## src/rtl/mem_arb_pkg.sv

```systemverilog
// Shared types and default widths for the instruction/data memory-port arbiter.
package mem_arb_pkg;

    typedef enum logic [1:0] {
        IDLE = 2'd0,
        WAIT = 2'd1,
        DONE = 2'd2
    } state_t;

    typedef enum logic {
        OWN_I = 1'b0,
        OWN_D = 1'b1
    } owner_t;

    localparam int ADDR_W_DEF = 32;
    localparam int DATA_W_DEF = 32;

endpackage

```

## src/rtl/mem_arb_timer.sv

```systemverilog
// Wait-cycle counter: expire_o is high while the count sits at TIMEOUT-1.
module mem_arb_timer #(
    parameter int TIMEOUT = 64
) (
    input  logic clk,
    input  logic reset,
    input  logic clear_i,
    input  logic en_i,
    output logic expire_o
);
    localparam int TW = $clog2(TIMEOUT);

    logic [TW-1:0] cnt_q, cnt_d;

    always_comb begin
        cnt_d = cnt_q;
        if (clear_i) begin
            cnt_d = '0;
        end else if (en_i) begin
            cnt_d = cnt_q + 1'b1;
        end
    end

    always_ff @(posedge clk or posedge reset) begin
        if (reset) begin
            cnt_q <= '0;
        end else begin
            cnt_q <= cnt_d;
        end
    end

    assign expire_o = (cnt_q == TW'(TIMEOUT - 1));

endmodule

```

## src/rtl/mem_arbiter.sv

```systemverilog
// Round-robin arbiter sharing one memory port between the I-cache and D-cache
// miss paths, one transaction at a time, with a sticky wait-timeout error.
module mem_arbiter
    import mem_arb_pkg::*;
#(
    parameter int ADDR_W  = ADDR_W_DEF,
    parameter int DATA_W  = DATA_W_DEF,
    parameter int TIMEOUT = 64
) (
    input  logic              clk,
    input  logic              reset,
    input  logic              i_req,
    input  logic [ADDR_W-1:0] i_addr,
    input  logic              i_wr,
    input  logic [DATA_W-1:0] i_wdata,
    output logic [DATA_W-1:0] i_rdata,
    output logic              i_done,
    input  logic              d_req,
    input  logic [ADDR_W-1:0] d_addr,
    input  logic              d_wr,
    input  logic [DATA_W-1:0] d_wdata,
    output logic [DATA_W-1:0] d_rdata,
    output logic              d_done,
    output logic              mem_req,
    output logic [ADDR_W-1:0] mem_addr,
    output logic              mem_wr,
    output logic [DATA_W-1:0] mem_wdata,
    input  logic [DATA_W-1:0] mem_rdata,
    input  logic              mem_ready,
    output logic              err,
    output state_t            state_o
);
    state_t            state_q, state_d;
    owner_t            owner_q, owner_d, last_grant_q, last_grant_d, grant;
    logic              mem_req_q, mem_req_d, mem_wr_q, mem_wr_d;
    logic [ADDR_W-1:0] mem_addr_q, mem_addr_d;
    logic [DATA_W-1:0] mem_wdata_q, mem_wdata_d;
    logic [DATA_W-1:0] i_rdata_q, i_rdata_d, d_rdata_q, d_rdata_d;
    logic              i_done_q, i_done_d, d_done_q, d_done_d, err_q, err_d;
    logic              expire, finish;

    mem_arb_timer #(.TIMEOUT(TIMEOUT)) u_timer (
        .clk      (clk),
        .reset    (reset),
        .clear_i  (state_q != WAIT),
        .en_i     ((state_q == WAIT) && !mem_ready && !expire),
        .expire_o (expire)
    );

    assign finish = (state_q == WAIT) && (mem_ready || expire);

    always_ff @(posedge clk or posedge reset) begin
        if (reset) begin
            state_q <= IDLE;
        end else begin
            state_q <= state_d;
        end
    end

    always_comb begin
        state_d = state_q;
        case (state_q)
            IDLE:    if (i_req || d_req) state_d = WAIT;
            WAIT:    if (mem_ready || expire) state_d = DONE;
            DONE:    state_d = IDLE;
            default: state_d = IDLE;
        endcase
    end

    // A tie goes to whichever side did not win the previous grant.
    always_comb begin
        grant        = (i_req && d_req) ? ((last_grant_q == OWN_I) ? OWN_D : OWN_I)
                                        : (d_req ? OWN_D : OWN_I);
        owner_d      = owner_q;
        last_grant_d = last_grant_q;
        mem_req_d    = mem_req_q;
        mem_addr_d   = mem_addr_q;
        mem_wr_d     = mem_wr_q;
        mem_wdata_d  = mem_wdata_q;
        i_rdata_d    = i_rdata_q;
        d_rdata_d    = d_rdata_q;
        i_done_d     = 1'b0;
        d_done_d     = 1'b0;
        err_d        = err_q;
        if (state_q == IDLE && (i_req || d_req)) begin
            owner_d      = grant;
            last_grant_d = grant;
            mem_req_d    = 1'b1;
            mem_addr_d   = (grant == OWN_D) ? d_addr  : i_addr;
            mem_wr_d     = (grant == OWN_D) ? d_wr    : i_wr;
            mem_wdata_d  = (grant == OWN_D) ? d_wdata : i_wdata;
        end
        if (finish) begin
            mem_req_d = 1'b0;
            if (!mem_ready) err_d = 1'b1;
            if (!mem_wr_q && owner_q == OWN_I) i_rdata_d = mem_ready ? mem_rdata : '0;
            if (!mem_wr_q && owner_q == OWN_D) d_rdata_d = mem_ready ? mem_rdata : '0;
            i_done_d = (owner_q == OWN_I);
            d_done_d = (owner_q == OWN_D);
        end
    end

    always_ff @(posedge clk or posedge reset) begin
        if (reset) begin
            owner_q      <= OWN_I;
            last_grant_q <= OWN_I;
            mem_req_q    <= 1'b0;
            mem_addr_q   <= '0;
            mem_wr_q     <= 1'b0;
            mem_wdata_q  <= '0;
            i_rdata_q    <= '0;
            d_rdata_q    <= '0;
            i_done_q     <= 1'b0;
            d_done_q     <= 1'b0;
            err_q        <= 1'b0;
        end else begin
            owner_q      <= owner_d;
            last_grant_q <= last_grant_d;
            mem_req_q    <= mem_req_d;
            mem_addr_q   <= mem_addr_d;
            mem_wr_q     <= mem_wr_d;
            mem_wdata_q  <= mem_wdata_d;
            i_rdata_q    <= i_rdata_d;
            d_rdata_q    <= d_rdata_d;
            i_done_q     <= i_done_d;
            d_done_q     <= d_done_d;
            err_q        <= err_d;
        end
    end

    assign mem_req   = mem_req_q;
    assign mem_addr  = mem_addr_q;
    assign mem_wr    = mem_wr_q;
    assign mem_wdata = mem_wdata_q;
    assign i_rdata   = i_rdata_q;
    assign d_rdata   = d_rdata_q;
    assign i_done    = i_done_q;
    assign d_done    = d_done_q;
    assign err       = err_q;
    assign state_o   = state_q;

endmodule

```

## config.mk

```make
export PLATFORM = sky130hd
export DESIGN_NAME = mem_arbiter
export DESIGN_NICKNAME = d
export VERILOG_FILES = /design/src/rtl/mem_arb_pkg.sv /design/src/rtl/mem_arb_timer.sv /design/src/rtl/mem_arbiter.sv
export SDC_FILE = /design/constraint.sdc
export NUM_CORES = 1
export LEC_CHECK = 0
export CAP_MARGIN = 20
export CORE_MARGIN = 8
export CORE_UTILIZATION = 41
export DETAILED_ROUTE_END_ITERATION = 16
export GPL_TIMING_DRIVEN = 0
export PLACE_DENSITY = 0.84
export SYNTH_ARGS = -nofsm -noshare
export SYNTH_HDL_FRONTEND = slang
export SYNTH_HIERARCHICAL = 1
export SYNTH_SLANG_ARGS = --single-unit
export TNS_END_PERCENT = 5
```

## constraint.sdc

```tcl
create_clock -name clk -period 5.22 [get_ports clk]
set_input_delay 0.783 -clock clk [delete_from_list [all_inputs] [get_ports clk]]
set_output_delay 0.783 -clock clk [all_outputs]
set_load 0.02 [all_outputs]
```

==> results.md, run 1 <==
- Number of max-cap violations: 0
- Worst Tran Pin Value: 0.833 ns
- RSZ-0062 raised after global routing: false
- Gr ovfl total: 0
- CTS clk-pin slew, worst paths: 0.06 ns
- First-pass GRT wire length: 30800 µm
- Dpl cell area: 9730 µm²
- Starting DRT DRC Count: 116
- Synth async-reset ratio: 1.00
- CTS sink cnt: 142
- Post-CTS Setup Inserts: 0
- Drt wl/cell: 20.5 µm
- Clk_skew: 0.00457 ns
- DR vias/cell: 4.83
- CTS Buffer Depth: 2
- Ys Warns: 6
- Routability-driven placement congestion ratio: 0.944
- CP max stage delay: 0.72 ns
- Synth Cell Area: 6420 µm²
- Status: finished clean
- Synth Flop Type: dfrtp_1
- Register area: 3550 µm²
- Nets@finish: 920
- IO Count: 302
- Final setup viols: 0
- Area of the multi-input gates: 2720 µm²
- Hold Worst Slack: 0.494 ns
- Fraction of the yosys area taken by sequential cells: 0.553
- Width of the die: 141 µm
- Hold Crit Start: d_rdata[23]
- Routed WL: 20000 µm
- Post-synthesis compound-gate area fraction: 0.00546
- Site row count: 45
- Detail Route Antenna Nets: 0
- Syn_area_per_cell: 14.9 µm²
- Pin count of the biggest net entering global routing: 104
- Critical Path Slowest Stage Cell: nor3_1
- Hold Crit Class: reg2reg
- Diode count: 0
- Rel. slew slack: 0.440
- Endpoints failing hold: 0
- Setup CP Type: in2reg
- H-tree levels: 4
- Post-route cell area: 10300 µm²
- Clock period minus worst slack: 2.87 ns
- Crit Path Max Fanout: 10
- Port Buffers: 301
- Post-cts sizing count: 0
- CTS tree: yes
- Simple-Gate Fraction of Synth Area: 0.0505
- Final HPWL DP: 15900 µm
- Overall power: 5.96 mW
- GRT Util Overall: 0.201
- CTS Buf Count: 17
- Multiplexer share of the synthesized area: 0.361
- Hold buffer count at CTS: 0
- Initial Util: 0.421
- Die height: 141 µm
- Largest family of logic cells by synthesized area: multiplexers
- Max rail drop VDD: 0.315 mV
- Synth Area in Adders: 0.00195
- Place WS: 1.96 ns
- Core Area: 15300 µm²
- Endpoint class of the critical path: register
- Final worst slack: 2.35 ns
- Via Count: 4716
- P&R area growth vs syn: 60.7%
- Commonest non-fill, non-tap cell in the layout: clkdlybuf4s50_1
- CTS Root Buffer Type: clkbuf_16
- Crit start category: input port
- Syn_nets: 599
- CP cell instances: clkdlybuf4s50_1, clkbuf_1, nor3_1, nand4_2, or3_1, a21oi_1
- Crit. Startpoint: mem_ready
- Most frequent cells in the layout: clkdlybuf4s50_1 (301), mux2_2 (160), dfrtp_1 (142)
- Layout cells sized above 1: 0.319
- Critical Path AT: 3.19 ns
- Post-synth EDFFs: 0
- Synthesized instance count: 431
- Initial antenna violation count: 0
- Max Freq: 349 MHz
- Leak Pwr: 4.41 nW
- Final Slew Violations: 0
- Filler cell count: 1107
- First drt pass iteration count: 4
- Post-route clock period utilization: 0.549
- Count of different cell masters after synthesis: 30
- Skew-Pair Late Insertion Delay: 0.41 ns
- Synth Area in XOR/XNOR: 0.00546
- Post-route DRC: 0
- Worst r2r src: u_timer/cnt_q[1]
- Vias in the first global route: 5348
- Core Util, Final: 0.676
- PD cells: 578 nW/µm²
- Worst Path Required: 5.55 ns
- Area of the die: 19900 µm²
- #FFs+latches synth: 142
final timing paths:
check                                    to  slack [ns]  cells past startpoint
min in group asynchronous  u_timer/cnt_q[0]        0.71                      2
min                             d_rdata[23]        0.49                      1
max                        u_timer/cnt_q[5]        2.35                      6
max in group asynchronous     mem_wdata[30]        3.65                      3
max reg2reg                     i_rdata[29]        2.83                      7
min reg2reg                     d_rdata[23]        0.49                      1
state kept, by name, indices dropped and copies added (netlist names):
signal         cells
d_done             1
d_rdata           32
state_o            2
u_timer/cnt_q      6
last_grant_q       1
mem_wr             1
err                1
mem_wdata         32
mem_addr          32
i_rdata           32
mem_req            1
i_done             1
per-layer routing:
layer  share of wire  GRT usage
met1            0.37      0.213
met2            0.54      0.369
met3           0.073     0.0614
met4           0.017     0.0690
met5               0          0
area by class of cell:
class | count | area share
Buffer | 24 | 0.0124
Clock buffer | 18 | 0.0416
Clock inverter | 14 | 0.0156
Inverter | 4 | 0.00194
Multi-Input combinational cell | 261 | 0.264
Sequential cell | 142 | 0.344
Tap cell | 211 | 0.0256
Timing Repair Buffer | 302 | 0.295
Yosys cell counts (2+ instances only):
cell      instances  area [µm²]
mux2_2          160        1800
dfrtp_1         142        3550
and2_1           32         200
mux2_4           30         450
buf_2            12        60.1
nor2_1           10        37.5
clkbuf_1          9        33.8
mux2_1            4        45.0
buf_6             3        33.8
inv_1             3        11.3
xor2_1            3        26.3
mux2i_1           2        20.0
nand2_1           2        7.51
nor3_1            2        10.0
or2_2             2        12.5
cell families (layout without fill, tap and decap cells):
logic type	after synthesis	in the layout
adder cells (fa/ha/maj)	1	1
buffers and inverters	28	362
AND/OR/NAND/NOR	55	55
XOR/XNOR	4	4
multiplexers	196	196
AO/OA/AOI/OAI	5	5
flip-flops	142	142
through the flow:
step | cells | TNS [ns]
6_report | 976 | 0
5_1_grt | 976 | 0
4_1_cts | 976 | 0
3_5_place_dp | 944 | 0
3_3_place_gp | 943 | -126.65
2_1_floorplan | 431 | 0
critical path: cells and delay by family:
kind                   cells  cell delay (ns)
AO/OA/AOI/OAI              1             0.18
AND/OR/NAND/NOR            3             1.35
buffers and inverters      2             0.88
power by group:
group | total, mW | switching, mW | internal [mW]
clock | 1.20 | 0.486 | 0.712
combinational | 2.89 | 1.33 | 1.56
sequential | 1.87 | 0.274 | 1.60
Power figures use the tool's default switching activity.
==> run 2, diff against run 1 <==
--- a/config.mk
+++ b/config.mk
@@ -7,10 +7,10 @@
 export LEC_CHECK = 0
 export CAP_MARGIN = 20
 export CORE_MARGIN = 8
-export CORE_UTILIZATION = 41
+export CORE_UTILIZATION = 37
 export DETAILED_ROUTE_END_ITERATION = 16
 export GPL_TIMING_DRIVEN = 0
-export PLACE_DENSITY = 0.84
+export PLACE_DENSITY = 0.8
 export SYNTH_ARGS = -nofsm -noshare
 export SYNTH_HDL_FRONTEND = slang
 export SYNTH_HIERARCHICAL = 1
==> constraint.sdc (replaced) <==
create_clock -name clk -period 2.4 [get_ports clk]
set_input_delay 0.36 -clock clk [delete_from_list [all_inputs] [get_ports clk]]
set_output_delay 0.36 -clock clk [all_outputs]
set_load 0.02 [all_outputs]
==> run 2 against run 1 <==
- total power is 120% higher
- setup slack got worse by 2.1 ns
- clock skew is 0.0038 ns higher
- count of clock-buffer cells in the layout unchanged
- critical path depth increased by 1
- sequential share of layout area decreased by 0.22 points
- first-iteration DRC count increased by 10%
- final cell count grew 1.6%
- core utilization down 7.0 points
- sequential cell count unchanged
==> results.md, run 2 (same netlist as run 1, synthesis figures left out) <==
- Status: finished clean
- Hold Crit Class: in2async
- Initial antenna violation count: 0 (unchanged)
- PD cells: 1250 nW/µm² (+120%)
- Endpoints failing hold: 0 (unchanged)
- Crit start category: register
- DR vias/cell: 4.70 (-2.8%)
- Max rail drop VDD: 0.634 mV (+100%)
- Nets@finish: 922 (+0.22%)
- Critical Path AT: 2.48 ns (-0.71 ns)
- Setup CP Type: reg2reg
- Most frequent CP cell: nor2_1
- CTS tree: yes
- Area of the die: 21800 µm² (+9.6%)
- First drt pass iteration count: 4 (unchanged)
- Fin cells: 992 (+1.6%)
- Crit Path Max Fanout: 10 (unchanged)
- Routability-driven placement congestion ratio: 0.805 (-15%)
- Max Freq: 458 MHz
- Detail Route Antenna Nets: 0 (unchanged)
- Final setup viols: 0 (unchanged)
- Rel. slew slack: 0.526 (+0.0855)
- First-pass GRT wire length: 31000 µm (+0.60%)
- Diode count: 0 (unchanged)
- Area of the multi-input gates: 2740 µm² (+0.69%)
- CTS clk-pin slew, worst paths: 0.06 ns (about the same)
- IO Count: 302 (unchanged)
- Via Count: 4661 (-1.2%)
- Vias in the first global route: 5486 (+2.6%)
- Skew-Pair Late Insertion Delay: 0.42 ns (about the same)
- Die height: 148 µm (+4.7%)
- Core Util, Final: 0.607 (-0.0696)
- RSZ-0062 raised after global routing: false
- Drt wl/cell: 20.1 µm (-2.2%)
- Clock period minus worst slack: 2.18 ns
- Layout cells sized above 1: 0.323 (+0.00438)
- CP max stage delay: 0.41 ns (-0.31 ns)
- Inst Count DP: 960 (+1.7%)
- Starting DRT DRC Count: 128 (+10%)
- Dpl cell area: 9780 µm² (+0.50%)
- Post-route DRC: 0 (unchanged)
- Filler cell count: 1358 (+23%)
- Final Slew Violations: 0 (unchanged)
- CTS Buf Count: 17 (unchanged)
- GRT Util Overall: 0.182 (-0.0187)
- Clk_skew: 0.00832 ns (+0.00375 ns)
- Post-route cell area: 10400 µm² (+0.63%)
- CP cell instances: ha_1, nand3_1, nor2_1, nor2_1, nor4_4, buf_2, mux2_2
- Width of the die: 148 µm (+4.7%)
- H-tree levels: 4 (unchanged)
- Gr ovfl total: 0 (unchanged)
- Routed WL: 19900 µm (-0.61%)
- Pin count of the biggest net entering global routing: 45 (-57%)
- Worst Tran Pin Value: 0.711 ns (-0.122 ns)
- P&R area growth vs syn: 61.8%
- Commonest non-fill, non-tap cell in the layout: clkdlybuf4s50_1
- Leak Pwr: 4.43 nW (+0.46%)
- CTS sink cnt: 142 (unchanged)
- CTS Root Buffer Type: clkbuf_16
- Register area: 3550 µm² (unchanged)
- Most frequent cells in the layout: clkdlybuf4s50_1 (301), mux2_2 (160), dfrtp_1 (142)
- Endpoint class of the critical path: register
- Port Buffers: 301 (unchanged)
- Critical Path Slowest Stage Cell: dfrtp_1
- Site row count: 48 (+6.7%)
- Core Area: 17100 µm² (+12%)
- Final HPWL DP: 15900 µm (about the same)
- Post-CTS Setup Inserts: 0 (unchanged)
- Initial Util: 0.375 (-0.0457)
- Post-route clock period utilization: 0.909
- CTS Buffer Depth: 2 (unchanged)
- Worst Path Required: 2.69 ns (-2.86 ns)
- Number of max-cap violations: 0 (unchanged)
## run 2: power by group
part | leakage, nW | switching (mW) | internal, mW
Combinational | 2.40 | 2.89 | 3.40
Sequential | 1.75 | 0.615 | 3.47
Clock | 0.276 | 1.07 | 1.55
## run 2: stage by stage
| stage | worst slack (ns) | power [mW] | setup TNS [ns] | hold slack [ns] |
|---|---|---|---|---|
| 6_report | 0.219 | 13.0 | 0 | 0.245 |
| 3_3_place_gp | -0.809 | 10.3 | -132.66 | 0.464 |
| 5_1_grt | 0.0716 | 13.6 | 0 | 0.276 |
| 3_5_place_dp | -0.484 | 10.5 | -26.07 | 0.466 |
| 2_1_floorplan | 0.347 | 7.31 | 0 | 0.151 |
| 4_1_cts | 0.0346 | 13.2 | 0 | 0.236 |
## run 2: routing by layer
layer	share of wire	vias up	GRT usage
li1	-	2165	-
met1	0.39	2321	0.201
met2	0.53	153	0.327
met3	0.064	22	0.0559
met4	0.018	0	0.0592
met5	0	-	0
## run 2: repair_timing
item | CTS | global route
hold buffers | 0 | 0
gates resized for setup | 2 | 1
setup endpoints to repair | 8 | 30
## run 2: final cells by class
cell class                 count  area share
buffer                        24      0.0123
clock buffer                  18      0.0413
timing repair buffer         304       0.296
inverter                       4     0.00181
tap                          225      0.0271
clock inverter                14      0.0153
sequential                   142       0.342
multi-input combinational    261       0.264
## run 2: path summary, 6_finish.rpt
path / startpoint / to / slack, ns / cells past startpoint
max in group asynchronous: reset / mem_wdata[17] / 1.25 / 4
setup / recovery: u_timer/cnt_q[0] / i_rdata[24] / 0.22 / 7
setup reg to reg: u_timer/cnt_q[0] / i_rdata[24] / 0.22 / 7
hold / removal: reset / u_timer/cnt_q[0] / 0.25 / 2
hold reg to reg: err / err / 0.48 / 1
min in group clk: err / err / 0.48 / 1
## run 2: critical path: cells and delay by family, from the launching register on
family / cells / cell delay, ns
DFF: 1 / 0.41
and+or+nand+nor: 4 / 0.70
muxes: 1 / 0.38
adders and majority gates: 1 / 0.20
buffers and inverters: 1 / 0.37
==> run 3, diff against run 2 <==
--- a/config.mk
+++ b/config.mk
@@ -6,11 +6,13 @@
 export NUM_CORES = 1
 export LEC_CHECK = 0
 export CAP_MARGIN = 20
+export CELL_PAD_IN_SITES_DETAIL_PLACEMENT = 2
+export CELL_PAD_IN_SITES_GLOBAL_PLACEMENT = 2
 export CORE_MARGIN = 8
-export CORE_UTILIZATION = 37
+export CORE_UTILIZATION = 24
 export DETAILED_ROUTE_END_ITERATION = 16
 export GPL_TIMING_DRIVEN = 0
-export PLACE_DENSITY = 0.8
+export PLACE_DENSITY = 0.82
 export SYNTH_ARGS = -nofsm -noshare
 export SYNTH_HDL_FRONTEND = slang
 export SYNTH_HIERARCHICAL = 1
==> run 3 against run 2 <==
- total power is 2.1% higher
- clock skew rose by 0.0024 ns
- core utilization decreased by 21 points
- sequential share of layout area down 0.62 points
- worst hold slack better by 0.052 ns
- non-clock buffer count rose by 1
- register-to-register slack got worse by 0.05 ns
- sequential power about the same
- count of clock-buffer cells in the layout grew 1
- setup slack got worse by 0.081 ns
- die area up 48%
==> results.md, run 3 (same netlist as run 1, synthesis figures left out) <==
- Status: finished clean
- Final setup viols: 0 (unchanged)
- Hold Crit Class: in2async
- Port Buffers: 301 (unchanged)
- Inst Count DP: 1077 (+12%)
- First-pass GRT wire length: 36700 µm (+18%)
- GR Layer Usage met3: 0.0383 (-0.0176)
- Post-route DRC: 0 (unchanged)
- Psw: 4.65 mW (+1.6%)
- First drt pass iteration count: 3 (-1)
- Gr ovfl total: 0 (unchanged)
- Max rail drop VDD: 0.420 mV (-34%)
- Clock period minus worst slack: 2.26 ns (+0.0813 ns)
- Hold buffer count at CTS: 0 (unchanged)
- Via Count: 4768 (+2.3%)
- Part of the power in combinational logic: 0.481 (-0.003)
- Post-CTS Setup Inserts: 0 (unchanged)
- Pin count of the biggest net entering global routing: 39 (-13%)
- Layout cells sized above 1: 0.321 (-0.00261)
- Critical Path AT: 2.55 ns (+0.07 ns)
- Routability-driven placement congestion ratio: 0.742 (-7.8%)
- H-tree levels: 4 (unchanged)
- Core Area: 26600 µm² (+55%)
- Leak Pwr: 4.46 nW (+0.60%)
- Vias in the first global route: 5751 (+4.8%)
- Nets@finish: 923 (+0.11%)
- Reg2Reg Depth: 4 (-3)
- Initial Util: 0.242 (-0.134)
- Crit start category: input port
- Met1 Usage GRT: 0.158 (-0.0425)
- Commonest non-fill, non-tap cell in the layout: clkdlybuf4s50_1
- Drt wl/cell: 21.3 µm (+6.3%)
- Int Pwr: 8.62 mW (+2.3%)
- CTS Root Buffer Type: clkbuf_16
- Final Slew Violations: 0 (unchanged)
- Routed WL: 23600 µm (+19%)
- Fin cells: 1108 (+12%)
- CTS Buffer Depth: 2 (unchanged)
- Place WS: -0.577 ns (-0.0926 ns)
- Die height: 180 µm (+22%)
- Post-cts sizing count: 1 (-1)
- Final HPWL DP: 18900 µm (+19%)
- CTS Buf Count: 17 (unchanged)
- GRT Util Overall: 0.148 (-0.0339)
- Area of the die: 32200 µm² (+48%)
- Reg2Reg Setup Slack: 0.17 ns (-0.05 ns)
- Width of the die: 180 µm (+22%)
- Endpoint class of the critical path: register
- DR vias/cell: 4.30 (-8.4%)
- GRT busiest layer: met2
- Worst Path Required: 2.69 ns (about the same)
- Skew-Pair Late Insertion Delay: 0.41 ns (about the same)
- Met2 Use GR: 0.274 (-0.0526)
- Register share of total power: 0.306 (-0.008)
- Final worst slack: 0.138 ns (-0.0813 ns)
- Endpoints failing hold: 0 (unchanged)
- Max Freq: 442 MHz (-3.6%)
- Post-route clock period utilization: 0.943 (+0.0339)
- Clk_skew: 0.0107 ns (+0.00239 ns)
- Detail Route Antenna Nets: 0 (unchanged)
- CTS sink cnt: 142 (unchanged)
- Worst r2r src: state_o[0]
- Fin Setup TNS: 0 ns (unchanged)
- Switching Share: 0.350 (-0.00170)
- Rel. slew slack: 0.539 (+0.0134)
- Crit Path Max Fanout: 10 (unchanged)
- Number of max-cap violations: 0 (unchanged)
- CTS clk-pin slew, worst paths: 0.06 ns (about the same)
- Filler cell count: 2684 (+98%)
- Setup CP Type: in2reg
- PD cells: 1250 nW/µm² (+0.22%)
- IO Count: 302 (unchanged)
- Starting DRT DRC Count: 95 (-26%)
- CTS tree: yes
- Core Util, Final: 0.398 (-0.209)
- Most frequent cells in the layout: clkdlybuf4s50_1 (301), mux2_2 (160), dfrtp_1 (142)
- Clk network pwr share: 0.214 (+0.012)
- RSZ-0062 raised after global routing: false
- Diode count: 0 (unchanged)
- Worst Tran Pin Value: 0.686 ns (-0.0254 ns)
- R2r endpoint: mem_wdata[2]
- P&R area growth vs syn: 64.8%
- Initial antenna violation count: 0 (unchanged)
- Site row count: 60 (+25%)
## run 3: changes by cell type in the layout (fill, tap and decap cells not counted), moves of 2 or more
cell        change
inv_6           -2
clkinv_4        +2
clkinvlp_4      -2
bufinv_16       +2
## run 3: worst max path at each step
stage	from	endpoint	slack [ns]	depth (start not counted)
floorplan	reset	d_done	0.35	1
global placement	reset	mem_addr[2]	-1.28	2
detailed placement	mem_ready	u_timer/cnt_q[5]	-0.58	6
CTS	u_timer/cnt_q[0]	i_rdata[23]	0.05	7
global route	i_req	mem_wdata[2]	0.05	6
finish	i_req	mem_wdata[2]	0.14	6
## run 3: final cells by class
class                   count  area (µm²)  area share
plain buffers              24         128      0.0121
clock buffers              19         433      0.0409
clock inverters            12         188      0.0177
inverters                   4        18.8     0.00177
multi-input cells         261        2740       0.259
flip-flops and latches    142        3550       0.336
well taps                 341         427      0.0403
repair buffers            305        3090       0.292
## run 3: worst max-delay path, cell delays in order
cell	delay [ns]
clkdlybuf4s50_1	0.48
nor2_1	0.06
nor3_1	0.53
buf_2	0.39
buf_2	0.34
mux2_2	0.38
## run 3: routing by layer
metal	part of all wire	vias up
met5	0	-
met4	0.029	0
met3	0.050	33
met2	0.54	156
met1	0.38	2421
li1	-	2158
## run 3: power groups by stage
stage / clock network [mW] / logic, mW / registers (mW)
3_5_place_dp: 0 / 6.48 / 4.10
6_report: 2.83 / 6.38 / 4.05
4_1_cts: 2.94 / 6.51 / 4.07
3_3_place_gp: 0 / 6.35 / 4.03
5_1_grt: 3.02 / 6.74 / 4.22
2_1_floorplan: 0 / 1.98 / 5.33
## run 3: stage by stage
stage          power [mW]  instance area (µm²)  hold WS (ns)
2_1_floorplan        7.31                 6420         0.151
3_3_place_gp         10.4                 9860         0.462
3_5_place_dp         10.6                 9940         0.465
4_1_cts              13.5                10600         0.293
5_1_grt              14.0                10600         0.339
6_report             13.3                10600         0.297
